`src/rtl/rv32i_mc_controller.sv`:
```
// Multi-cycle sequencing controller for the RV32I core: steps each instruction
// through fetch/decode/execute/memory/writeback, counts retirements, traps on errors.
module rv32i_mc_controller #(
  parameter int MEM_TIMEOUT = 16,
  parameter int INSTRET_W   = 32
) (
  input  logic                 clk,
  input  logic                 rst,
  input  logic [6:0]           opcode,
  input  logic                 imem_ready,
  input  logic                 dmem_ready,
  output logic                 imem_req,
  output logic                 ir_we,
  output logic                 alu_en,
  output logic                 dmem_req,
  output logic                 dmem_we,
  output logic                 rf_we,
  output logic                 pc_we,
  output logic                 trap,
  output logic [1:0]           trap_cause,
  output logic [INSTRET_W-1:0] instret
);

  typedef enum logic [2:0] {
    S_FETCH     = 3'd0,
    S_DECODE    = 3'd1,
    S_EXECUTE   = 3'd2,
    S_MEM       = 3'd3,
    S_WRITEBACK = 3'd4,
    S_TRAP      = 3'd5
  } state_t;

  localparam logic [6:0] OP_ALU_R = 7'b0110011;
  localparam logic [6:0] OP_ALU_I = 7'b0010011;
  localparam logic [6:0] OP_LOAD  = 7'b0000011;
  localparam logic [6:0] OP_STORE = 7'b0100011;

  localparam logic [1:0] CAUSE_ILLEGAL = 2'b01;
  localparam logic [1:0] CAUSE_IMEM_TO = 2'b10;
  localparam logic [1:0] CAUSE_DMEM_TO = 2'b11;

  localparam int             TW        = (MEM_TIMEOUT > 1) ? $clog2(MEM_TIMEOUT) : 1;
  localparam bit             TO_EN     = (MEM_TIMEOUT > 0);
  localparam logic [TW-1:0]  WAIT_LAST = TW'(MEM_TIMEOUT - 1);

  state_t                 state_r;
  logic                   is_mem_r;
  logic                   is_store_r;
  logic [TW-1:0]          wait_r;
  logic [1:0]             cause_r;
  logic [INSTRET_W-1:0]   instret_r;
  logic                   timeout_s;
  logic                   retire_s;

  // Timeout fires on the last allowed wait cycle; retirement is WB or a completed store.
  always_comb begin
    timeout_s = TO_EN && (wait_r == WAIT_LAST);
    retire_s  = (state_r == S_WRITEBACK) ||
                ((state_r == S_MEM) && is_store_r && dmem_ready);
  end

  // Sequencing state, registered opcode class, wait counter and retirement count.
  always_ff @(posedge clk) begin
    if (rst) begin
      state_r    <= S_FETCH;
      is_mem_r   <= 1'b0;
      is_store_r <= 1'b0;
      wait_r     <= '0;
      cause_r    <= 2'b00;
      instret_r  <= '0;
    end else begin
      if (retire_s) begin
        instret_r <= instret_r + {{(INSTRET_W-1){1'b0}}, 1'b1};
      end
      case (state_r)
        S_FETCH: begin
          if (imem_ready) begin
            state_r <= S_DECODE;
          end else if (timeout_s) begin
            state_r <= S_TRAP;
            cause_r <= CAUSE_IMEM_TO;
          end else begin
            wait_r <= wait_r + {{(TW-1){1'b0}}, 1'b1};
          end
        end
        S_DECODE: begin
          case (opcode)
            OP_ALU_R, OP_ALU_I: begin
              is_mem_r   <= 1'b0;
              is_store_r <= 1'b0;
              state_r    <= S_EXECUTE;
            end
            OP_LOAD: begin
              is_mem_r   <= 1'b1;
              is_store_r <= 1'b0;
              state_r    <= S_EXECUTE;
            end
            OP_STORE: begin
              is_mem_r   <= 1'b1;
              is_store_r <= 1'b1;
              state_r    <= S_EXECUTE;
            end
            default: begin
              state_r <= S_TRAP;
              cause_r <= CAUSE_ILLEGAL;
            end
          endcase
        end
        S_EXECUTE: begin
          wait_r  <= '0;
          state_r <= is_mem_r ? S_MEM : S_WRITEBACK;
        end
        S_MEM: begin
          if (dmem_ready) begin
            wait_r  <= '0;
            state_r <= is_store_r ? S_FETCH : S_WRITEBACK;
          end else if (timeout_s) begin
            state_r <= S_TRAP;
            cause_r <= CAUSE_DMEM_TO;
          end else begin
            wait_r <= wait_r + {{(TW-1){1'b0}}, 1'b1};
          end
        end
        S_WRITEBACK: begin
          wait_r  <= '0;
          state_r <= S_FETCH;
        end
        S_TRAP: begin
          state_r <= S_TRAP;
        end
        default: begin
          state_r <= S_TRAP;
          cause_r <= CAUSE_ILLEGAL;
        end
      endcase
    end
  end

  // Moore decode of the state; ready-qualified strobes; everything forced low during reset.
  always_comb begin
    imem_req   = 1'b0;
    ir_we      = 1'b0;
    alu_en     = 1'b0;
    dmem_req   = 1'b0;
    dmem_we    = 1'b0;
    rf_we      = 1'b0;
    pc_we      = 1'b0;
    trap       = 1'b0;
    trap_cause = 2'b00;
    instret    = '0;
    if (!rst) begin
      instret = instret_r;
      pc_we   = retire_s;
      case (state_r)
        S_FETCH: begin
          imem_req = 1'b1;
          ir_we    = imem_ready;
        end
        S_EXECUTE:   alu_en = 1'b1;
        S_MEM: begin
          dmem_req = 1'b1;
          dmem_we  = is_store_r;
        end
        S_WRITEBACK: rf_we = 1'b1;
        S_TRAP: begin
          trap       = 1'b1;
          trap_cause = cause_r;
        end
        default: trap = 1'b0;
      endcase
    end else begin
      instret = '0;
    end
  end

endmodule

```
`config.mk`:
```
export PLATFORM = sky130hd
export DESIGN_NAME = rv32i_mc_controller
export DESIGN_NICKNAME = d
export VERILOG_FILES = /design/src/rtl/rv32i_mc_controller.sv
export SDC_FILE = /design/constraint.sdc
export NUM_CORES = 1
export LEC_CHECK = 0
export ABC_AREA = 1
export CORE_UTILIZATION = 40
export CTS_BUF_LIST = sky130_fd_sc_hd__clkbuf_4 sky130_fd_sc_hd__clkbuf_8 sky130_fd_sc_hd__clkbuf_16
export DETAILED_ROUTE_END_ITERATION = 10
export GPL_ROUTABILITY_DRIVEN = 0
export GPL_TIMING_DRIVEN = 0
export PLACE_DENSITY = 0.67
export SLEW_MARGIN = 40
export SYNTH_ARGS = -nofsm -noshare
export SYNTH_HDL_FRONTEND = slang
export SYNTH_SLANG_ARGS = --single-unit
```
`constraint.sdc`:
```
create_clock -name clk -period 1.5 [get_ports clk]
set_input_delay 0.3 -clock clk [delete_from_list [all_inputs] [get_ports clk]]
set_output_delay 0.3 -clock clk [all_outputs]
set_load 0.005 [all_outputs]
```
### Word level (Yosys, flattened, before mapping)

Cells that the tools add are included.

* eq/ne operators: 15
* multiplexer cells: 37
* $add $sub $neg: 2
* reduce and logical (&&, ||, !) cells: 17
* bitwise operators: 1

Operators with widths (number)
* $add 32x1->32 const B: 1
* $mux 32: 1
* $mux 3: 6
* $mux 1: 15
* $pmux 3 s5: 1
* $eq 7x6->1 const B: 2
* $mux 2: 7
* $mux 4: 3
* $pmux 4 s3: 1
* $ne 2x2->1 const B: 5
* $pmux 2 s4: 1
* $eq 7x2->1 const B: 1
* $eq 7x5->1 const B: 1
* $eq 3x2->1 const B: 2
* $eq 3x3->1 const B: 2
* $reduce_and 2->1: 3
* $reduce_and 6->1: 1
* $reduce_or 2->1: 3
* $reduce_or 3->1: 2
* $add 4x1->4 const B: 1
* $eq 4x4->1 const B: 1
* $pmux 1 s2: 2
* $reduce_bool 2->1: 2
* $reduce_or 4->1: 1
* 6 further kinds: 7

* logic and storage cells: 78
* flip-flop bits (word level): 43
* output and inout bits: 42
* input bits: 11

### Longest topological paths before layout

Gate-level depths: netlist (run 1).

* depth in word-level cells: 5
* mapped depth: 9
* mapped depth without buffers: 9

### Worst setup path before layout (run 1)

OpenSTA, ideal clock, no wires.

* path type: register -> register
* start point: register instret_r[0]
* end point: register instret_r[14]
* arrival time: 1296 ps
* setup slack: 88 ps
* library setup time: 116 ps
* data required time: 1384 ps
* buffers on the path: 0
* period minus slack after synthesis: 1412 ps
* cell stages (with the launch flop): 9
* cell sequence: dfxtp_1 ha_1 nand3_2 nor2_4 nand2_4 nor2_2 nand2_1 o21ai_0 nor2_1

* longest elaborated chain between the ends: 1

Ends and longest elaborated chain
* start, declared: line 51 `logic [INSTRET_W-1:0] instret_r;`
* start signal, assigned: line 73 `instret_r <= instret_r + {{(INSTRET_W-1){1'b0}}, 1'b1};`
* $add 32x1->32: line 73

No other way between the ends.
A chain may end at the register's enable or synchronous reset.

### Final worst setup path (run 1)

* start point: register state_r[0]
* end point: output port trap_cause[1]

* longest elaborated chain between the ends: 3

Ends and longest elaborated chain
* start, declared: line 46 `state_t state_r;`
* start signal, assigned: line 111 `state_r <= is_mem_r ? S_MEM : S_WRITEBACK;`
* start signal, assigned: line 116 `state_r <= is_store_r ? S_FETCH : S_WRITEBACK;`
* $eq 3x3->1: line 154 `case (state_r)`
* $mux 2: line 154
* $mux 2: line 151 `if (!rst) begin`
* end, declared: line 20 `output logic [1:0] trap_cause,`

No other way between the ends.

==> metrics, run 1 <==
post-route insts no fill 639; Leakage between 1.5 and 2 nW; Slew Viols, Final 0; Die H 85.43 um; Worst setup EP type output port; Placeable Area 6756 um2; total track usage between 20% and 30%; Yosys reg bits 43; Slew @ Worst Pin 0.6454 ns; max_cap viols 0; Inst Count DP about 610; failing checks setup timing; ANT nets after route 0; warnings from Yosys 0; total CTS buffers 5; Vias/cell around 5; Tmin final 1.595 ns; pin count of the biggest net entering global routing 13; Synth top area share 30.92%; TritonCTS clock tree done; routed len/inst between 10 and 15 um; Clock Skew roughly 0.0056 ns; worst rel slew slack around 57%; Max IR drop VDD just over 0.4 mV; CTS Root Cell clkbuf_8; Starting Density 41.20%; RSZ-0062 raised after global routing yes; CP Buf/Inv Count 2; Yosys top cell by area dfxtp_1; synth top area cells dfxtp_1 31%, nand2_1 16%, nor2_1 16%; syn nets between 400 and 500; post-route clock period utilization 106.3%; critical path arrival roughly 1.3 ns; post-synthesis sequential area ratio 30.92%; Pwr Density 692.9 nW/um2; pre-CTS setup slack -1.127 ns; hold_buf cts 0; DP Wirelength about 5700 um; CP Class flip-flop to output port; fin area roughly 3900 um2; Largest stage delay, worst path approximately 0.41 ns; Final #Nets 572; final hold violation count 0; status finished, violations left; Highest Clock Rate 0.6270 GHz; setup slack after layout -0.09493 ns; Top Ports 53; crit-path leading delay family flip-flops; FP Rows 30; initial antenna violation count 0; Final Routed Wirelength approximately 8600 um; Critical Path Fanout Max 5; crit path cell chain buf_6 -> nand3_4 -> nor3b_2 -> buf_2; Mapped Area around 2800 um2; Die X about 85 um; stages on the worst setup path 4; Placed Area 3405 um2; antenna cells 0; total number of vias roughly 3300; Final Power 2.714 mW; Reg clk slew, reported paths around 0.080 ns; Layout area overhead 40.72%; drt drc 0; R2R depth 10; DRT Pass-1 Iters 6; CP required 1.20 ns; share of cells above drive strength 1 24.15%; slowest library cell on the worst path dfxtp_4; total congestion overflow 0; Iteration-0 DRC Markers between 150 and 200; Synth Area per Inst slightly below 6 um2; vias in the first global route around 3000; die footprint around 7300 um2; H-tree levels 2; clock sinks between 40 and 50; Port Buffer Count 52; worst skew pair latency roughly 0.30 ns; hold path cells 4; CP startpoint kind flip-flop; FILL cells between 600 and 700; final core utilization between 50% and 60%; Mapped Cells 477; Clock Path Buffers 2; final setup fails 10; first-pass GRT wire length 13880 um; number of distinct library cells after synthesis 29; Worst Hold Class input pin to flip-flop
==> routing by layer <==
metal / share of wire, % / GRT usage [%] / vias to the layer above / wire, um
met2: 49 / 42.04 / 126 / 4227
met4: 1.5 / 8.636 / 0 / 128
li1: - / - / 1640 / -
met3: 6.0 / 4.280 / 16 / 516
met1: 43 / 29.13 / 1478 / 3738
met5: 0 / 0 / - / 0
==> worst paths after layout <==
kind	startpoint	end	slack (ns)
hold / removal	rst	instret_r[0]$_SDFFE_PP0N_	0.37
setup / recovery	state_r[0]$_SDFF_PP0_	trap_cause[1]	-0.09
hold reg to reg	instret_r[0]$_SDFFE_PP0N_	instret_r[0]$_SDFFE_PP0N_	0.47
setup reg to reg	state_r[0]$_SDFF_PP0_	instret_r[23]$_SDFFE_PP0N_	-0.02
==> layout make-up <==
type / instances / area, um2 / share of cell area [%]
multi-input combinational: 346 / 1779 / 45.42
sequential: 43 / 880.8 / 22.48
clock buffer: 6 / 76.32 / 1.948
timing repair buffer: 75 / 585.6 / 14.95
inverter: 75 / 286.5 / 7.314
tap: 80 / 100.1 / 2.555
clock inverter: 1 / 30.03 / 0.7665
buffer: 13 / 178.9 / 4.567
==> cells in the final DEF (no fill, tap or decap), drive strengths merged <==
master,netlist,final
a211oi,1,1
a21oi,19,19
a31oi,1,1
and2,1,1
buf,7,51
bufinv,0,1
clkbuf,6,14
clkdlybuf4s15,0,6
clkdlybuf4s50,0,8
dfxtp,43,43
dlygate4sd2,0,14
dlymetal6s2s,0,1
ha,2,2
inv,75,75
nand2,120,120
nand3,36,36
nand4,17,17
nor2,125,125
nor3,3,3
nor3b,2,2
o21a,1,1
o21ai,14,14
o21bai,1,1
o22a,1,1
o31ai,1,1
xor2,1,1
==> through the flow <==
stage	setup TNS (ns)	hold slack, ns
2_1_floorplan	0	0.3901
3_3_place_gp	-49.28	0.4440
3_5_place_dp	-50.05	0.4735
4_1_cts	-0.2461	0.3571
5_1_grt	-2.057	0.3843
6_report	-0.3188	0.3713
==> kinds of logic after synthesis <==
logic type | count (synthesis) | synth area share, %
and+or+nand+nor | 304 | 47.51
DFF | 43 | 30.92
AOI/OAI and AO/OA | 39 | 7.551
buffers and inverters | 88 | 12.81
xor gates and xnor gates | 1 | 0.3147
adders and majority gates | 2 | 0.8987
==> where the power goes <==
part / switching (mW) / internal, mW / total (mW)
Combinational: 0.310 / 0.247 / 0.557
Clock: 0.417 / 0.507 / 0.924
Sequential: 0.0521 / 1.18 / 1.23
Total: 0.779 / 1.94 / 2.71
==> worst reg2reg max path, cell delays in order (launching register included) <==
cell	delay (ns)
dfxtp_4	0.41
nand2_4	0.07
nor2_4	0.12
nand3_2	0.10
nand2_4	0.08
buf_4	0.19
buf_8	0.16
nand3_1	0.10
nand2_1	0.07
inv_1	0.04
nor2_1	0.12
==> timing repair <==
item	CTS	global route
resized for setup	188	35
cloned	0	0
pin swaps	17	8
endpoints found under the setup margin	59	51
buffers inserted	21	2
endpoints found under the hold margin	0	0
==> registers in the layout (all words and copies together) (netlist names) <==
name,cells
cause_r,2
instret_r,32
is_mem_r,1
is_store_r,1
state_r,3
wait_r,4
==> synth_stat cells (all sizes together) <==
cell type and count:
nor2 125, nand2 120, inv 75, dfxtp 43, nand3 36, a21oi 19, nand4 17, o21ai 14
buf 7, clkbuf 6, nor3 3, ha 2, nor3b 2, a211oi 1, a31oi 1, and2 1
o21a 1, o21bai 1, o22a 1, o31ai 1, xor2 1
No activity file was read; power rests on OpenSTA's default activity.
==> run 2, diff against run 1 <==
- ABC_CLOCK_PERIOD_IN_PS: unset -> 1500
- CAP_MARGIN: unset -> 20
- REMOVE_ABC_BUFFERS: unset -> 1
==> metrics, run 2 (synthesized netlist as in run 1, its figures left out) <==
total CTS buffers 5; most common cell after layout, fill and taps aside nand2_1; CP startpoint kind flip-flop; CP Class flip-flop to output port; Final #Nets between 500 and 600; clock sinks between 40 and 50; total congestion overflow 0; R2R setup slack -0.01 ns; post-route clock period utilization 111.8%; CTS Root Cell clkbuf_8; hold_buf cts 0; ANT nets after route 0; multi-input logic area 1866 um2; H-tree levels 2; leading cell types in the layout, fill and taps excluded 107 x nand2_1, 98 x nor2_1, 70 x inv_1, 42 x buf_4, 32 x dlygate4sd2_1; crit path cell chain buf_6 -> nand2_4 -> nor2_4 -> nand3_4 -> nand2_8 -> nand2_4 -> inv_4 -> buf_6; Vias/cell around 5.2; Largest stage delay, worst path about 0.4 ns; Final Routed Wirelength approximately 8900 um; Placeable Area a little under 7000 um2; Fin Setup TNS -0.7024 ns; Slew Viols, Final 0; Leakage about 1.9 nW; Reg clk slew, reported paths ~0.08 ns; Pwr Density 623.3 nW/um2; Highest Clock Rate around 0.60 GHz; worst rel slew slack ~76%; FP Rows 30; CP required around 1.2 ns; share of cells above drive strength 1 28.37%; WHS ~0.3 ns; FF+latch area about 920 um2; drt drc 0; final setup fails 12; DP Wirelength slightly below 5000 um; Reg with most FFs instret_r; worst skew pair latency 0.31 ns; initial antenna violation count 0; RSZ-0062 raised after global routing yes; total number of vias around 3400; Worst Hold Class input pin to flip-flop; Die X about 85 um; Iteration-0 DRC Markers between 200 and 300; critical path arrival 1.38 ns; Port Buffer Count 52; Tmin final roughly 1.7 ns; die footprint 7297 um2; antenna cells 0; DRT Pass-1 Iters 5; top sig layer met4; Layout area overhead 49.57%; met3 WL around 530 um; setup slack after layout -0.1765 ns; vias in the first global route approximately 3200; Top Ports 53; final hold violation count 0; failing checks setup timing; Slew @ Worst Pin 0.3539 ns; Clock Path Buffers 2; FILL cells 613; Max IR drop VDD between 0.3 and 0.4 mV; Critical Path Fanout Max 4; Worst setup EP type output port; number of flip-flops under the largest register name 32; TritonCTS clock tree done; Clock Skew slightly above 0.005 ns; M1 wire length about 3700 um; Met2 Routed Length 4438 um; slowest library cell on the worst path dfxtp_4; max_cap viols 0; routed len/inst 13.56 um; Largest regs instret_r (32), wait_r (4), state_r (3); Die H between 80 and 90 um; Final Power ~2.6 mW; total track usage 24.40%; pin count of the biggest net entering global routing 33; status finished, violations left; Starting Density 41.20%; pre-CTS setup slack -1.021 ns; final core utilization 61.63%; first-pass GRT wire length 14060 um
## run 2: changes by cell type in the layout (fill, tap and decap cells not counted), sizes merged
cell           previous run  this run
clkdlybuf4s15             6         0
buf                      51        60
nand2                   120       124
dlymetal6s2s              1         0
clkinv                    0         1
dlygate4sd2              14        32
clkdlybuf4s50             8         9
clkbuf                   14         8
bufinv                    1         0
## run 2: timing repair
| item | 4_1_cts | 5_1_grt |
|---|---|---|
| setup endpoints to repair | 74 | 49 |
| setup buffers | 51 | 6 |
| resized for setup | 153 | 44 |
| pin swaps | 14 | 25 |
| cloned | 3 | 2 |
## run 2: cell type report
class | instances | area share (%)
clock buffers | 7 | 2.013
clock inverters | 1 | 0.1202
inverters | 75 | 7.182
multi-input cells | 350 | 44.80
flip-flops and latches | 43 | 22.15
well taps | 80 | 2.404
repair buffers | 102 | 21.33
## run 2: power breakdown
part / internal [mW] / switching [mW]
Clock: 0.364 / 0.422
Sequential: 1.17 / 0.0472
Combinational: 0.252 / 0.336
## run 2: critical path, delay by kind of cell (launching register included)
family | cells | cell delay, ns
simple gates | 5 | 0.42
flops | 1 | 0.39
buf+inv | 3 | 0.25
## run 2: layer usage
layer | vias to the layer above | track usage, %
met3 | 31 | 4.086
met2 | 136 | 42.47
met5 | - | 0
met4 | 0 | 11.52
li1 | 1686 | -
met1 | 1550 | 29.17
## run 2: stage by stage
stage | area (um2) | instances
final | 4164 | 658
after global placement | 3329 | 596
after CTS | 3986 | 656
after floorplan | 2709 | 464
after global routing | 4164 | 658
after detailed placement | 3352 | 597
## run 2: path summary, 6_finish.rpt
check | start | end | depth (start not counted)
worst max-delay path | state_r[0]$_SDFF_PP0_ | pc_we | 8
worst min-delay path | rst | instret_r[27]$_SDFFE_PP0N_ | 2
worst max register to register | state_r[0]$_SDFF_PP0_ | instret_r[6]$_SDFFE_PP0N_ | 10
worst min register to register | cause_r[1]$_SDFFE_PP0P_ | cause_r[1]$_SDFFE_PP0P_ | 2
==> run 3, diff against run 2 <==
- CORE_ASPECT_RATIO: unset -> 0.7
- SLEW_MARGIN: 40 -> unset
==> metrics, run 3 (synthesized netlist as in run 1, its figures left out) <==
Tmin final between 1.5 and 2 ns; Inst Count DP 610; initial antenna violation count 0; multi-input logic area between 1500 and 2000 um2; status finished, violations left; WHS 0.3789 ns; Layout area overhead 54.79%; FP Rows 25; Placeable Area approximately 6700 um2; post-route clock period utilization 111.9%; fin area 4309 um2; pin count of the biggest net entering global routing 51; total congestion overflow 0; clock sinks 43; final setup fails 43; Worst setup EP type output port; antenna cells 0; Slew Viols, Final 0; Iteration-0 DRC Markers ~300; total number of vias 3486; number of flip-flops under the largest register name 32; total track usage about 25%; Final #Nets ~600; hold_buf cts 0; FF+latch area about 930 um2; pre-CTS setup slack -1.457 ns; failing checks setup timing; Reg clk slew, reported paths 0.10 ns; Worst Hold Class input pin to flip-flop; H-tree levels 2; Vias/cell between 5 and 6; DRT Pass-1 Iters 5; Sw Pwr around 0.91 mW; Placed Area 3342 um2; total CTS buffers 5; Pwr Density between 600 and 700 nW/um2; Gate power share 24.3%; leading cell types in the layout, fill and taps excluded 104 x nor2_1, 104 x nand2_1, 69 x inv_1, 43 x buf_4, 33 x dlygate4sd2_1; RSZ-0062 raised after global routing yes; Fin Setup TNS -3.354 ns; ANT nets after route 0; post-route insts no fill about 680; TritonCTS clock tree done; Clock Skew between 0.01 and 0.015 ns; first-pass GRT wire length 14120 um; DP Wirelength ~5100 um; CP required about 1.2 ns; CP Class flip-flop to output port; Max IR drop VDD roughly 0.50 mV; switching share of total power 33.83%; die footprint roughly 7300 um2; Die X about 100 um; Reg with most FFs instret_r; drt drc 0; worst skew pair latency 0.30 ns; Final Routed Wirelength 10130 um; Port Buffer Count 52; Largest regs instret_r (32), wait_r (4), state_r (3); Leakage approximately 2.0 nW; routed len/inst approximately 15 um; Final Power between 2 and 3 mW; Top Ports 53; vias in the first global route roughly 3000; Clock power frac a little under a third; Highest Clock Rate just under 0.6 GHz; CP startpoint kind flip-flop; sequential share of power between 40% and 50%; FILL cells between 500 and 600; share of cells above drive strength 1 between 30% and 40%; Die H about 72 um; setup slack after layout -0.1788 ns; final core utilization approximately 64%; CTS Root Cell clkbuf_8; Starting Density about two fifths; Slew @ Worst Pin around 0.83 ns; max_cap viols 0; worst rel slew slack between 40% and 50%; critical path arrival around 1.4 ns; Critical Path Fanout Max 4; Clock Path Buffers 2; final hold violation count 0; Internal 1.783 mW
run 3: changes by cell type in the layout (fill, tap and decap cells not counted), sizes merged:
cell           delta
dlygate4sd2       +1
clkbuf            -2
nand2             +2
clkdlybuf4s15     +2
buf               -1
clkinv            -1
clkinvlp          +4
run 3: path summary, 6_finish.rpt:
check                                from                    endpoint  slack, ns  cells past startpoint
hold / removal                        rst  instret_r[31]$_SDFFE_PP0N_       0.38                      2
setup / recovery    state_r[1]$_SDFF_PP0_                       pc_we      -0.18                      8
hold reg to reg   cause_r[1]$_SDFFE_PP0P_     cause_r[1]$_SDFFE_PP0P_       0.50                      2
setup reg to reg    state_r[1]$_SDFF_PP0_  instret_r[16]$_SDFFE_PP0N_      -0.12                     11
run 3: power by group through the flow:
stage / Clock [mW] / Combinational, mW / Sequential (mW)
5_1_grt: 0.862 / 0.699 / 1.22
3_5_place_dp: 0 / 0.350 / 1.24
2_1_floorplan: 0 / 0.225 / 1.23
3_3_place_gp: 0 / 0.345 / 1.24
6_report: 0.818 / 0.654 / 1.22
4_1_cts: 0.806 / 0.482 / 1.21
run 3: per-layer routing:
| metal | track usage, % | up-vias | part of all wire, % |
|---|---|---|---|
| met1 | 34.81 | 1621 | 43 |
| met3 | 4.195 | 15 | 9.3 |
| met2 | 38.81 | 152 | 47 |
| met4 | 8.052 | 0 | 1.3 |
| li1 | - | 1698 | - |
| met5 | 0 | - | 0 |
run 3: area by class of cell:
type,instances,area share (%)
Clock buffer,5,1.597
Inverter,75,6.620
Multi-Input combinational cell,352,45.73
Tap cell,94,2.729
Timing Repair Buffer,104,21.11
Clock inverter,3,0.5517
Sequential cell,43,21.54
Timing Repair inverter,1,0.1161
run 3: worst max-delay path, stage by stage (launching register included):
cell,delay [ns]
dfxtp_4,0.41
nand2_4,0.07
nor2_4,0.10
buf_6,0.12
nand3_4,0.09
nand2_8,0.09
nand2_4,0.05
inv_2,0.06
buf_6,0.09
run 3: what timing repair did:
item	4_1_cts	5_1_grt
buffers inserted	41	11
pin swaps	12	30
cloned	3	5
setup endpoints to repair	84	50
resized for setup	152	60
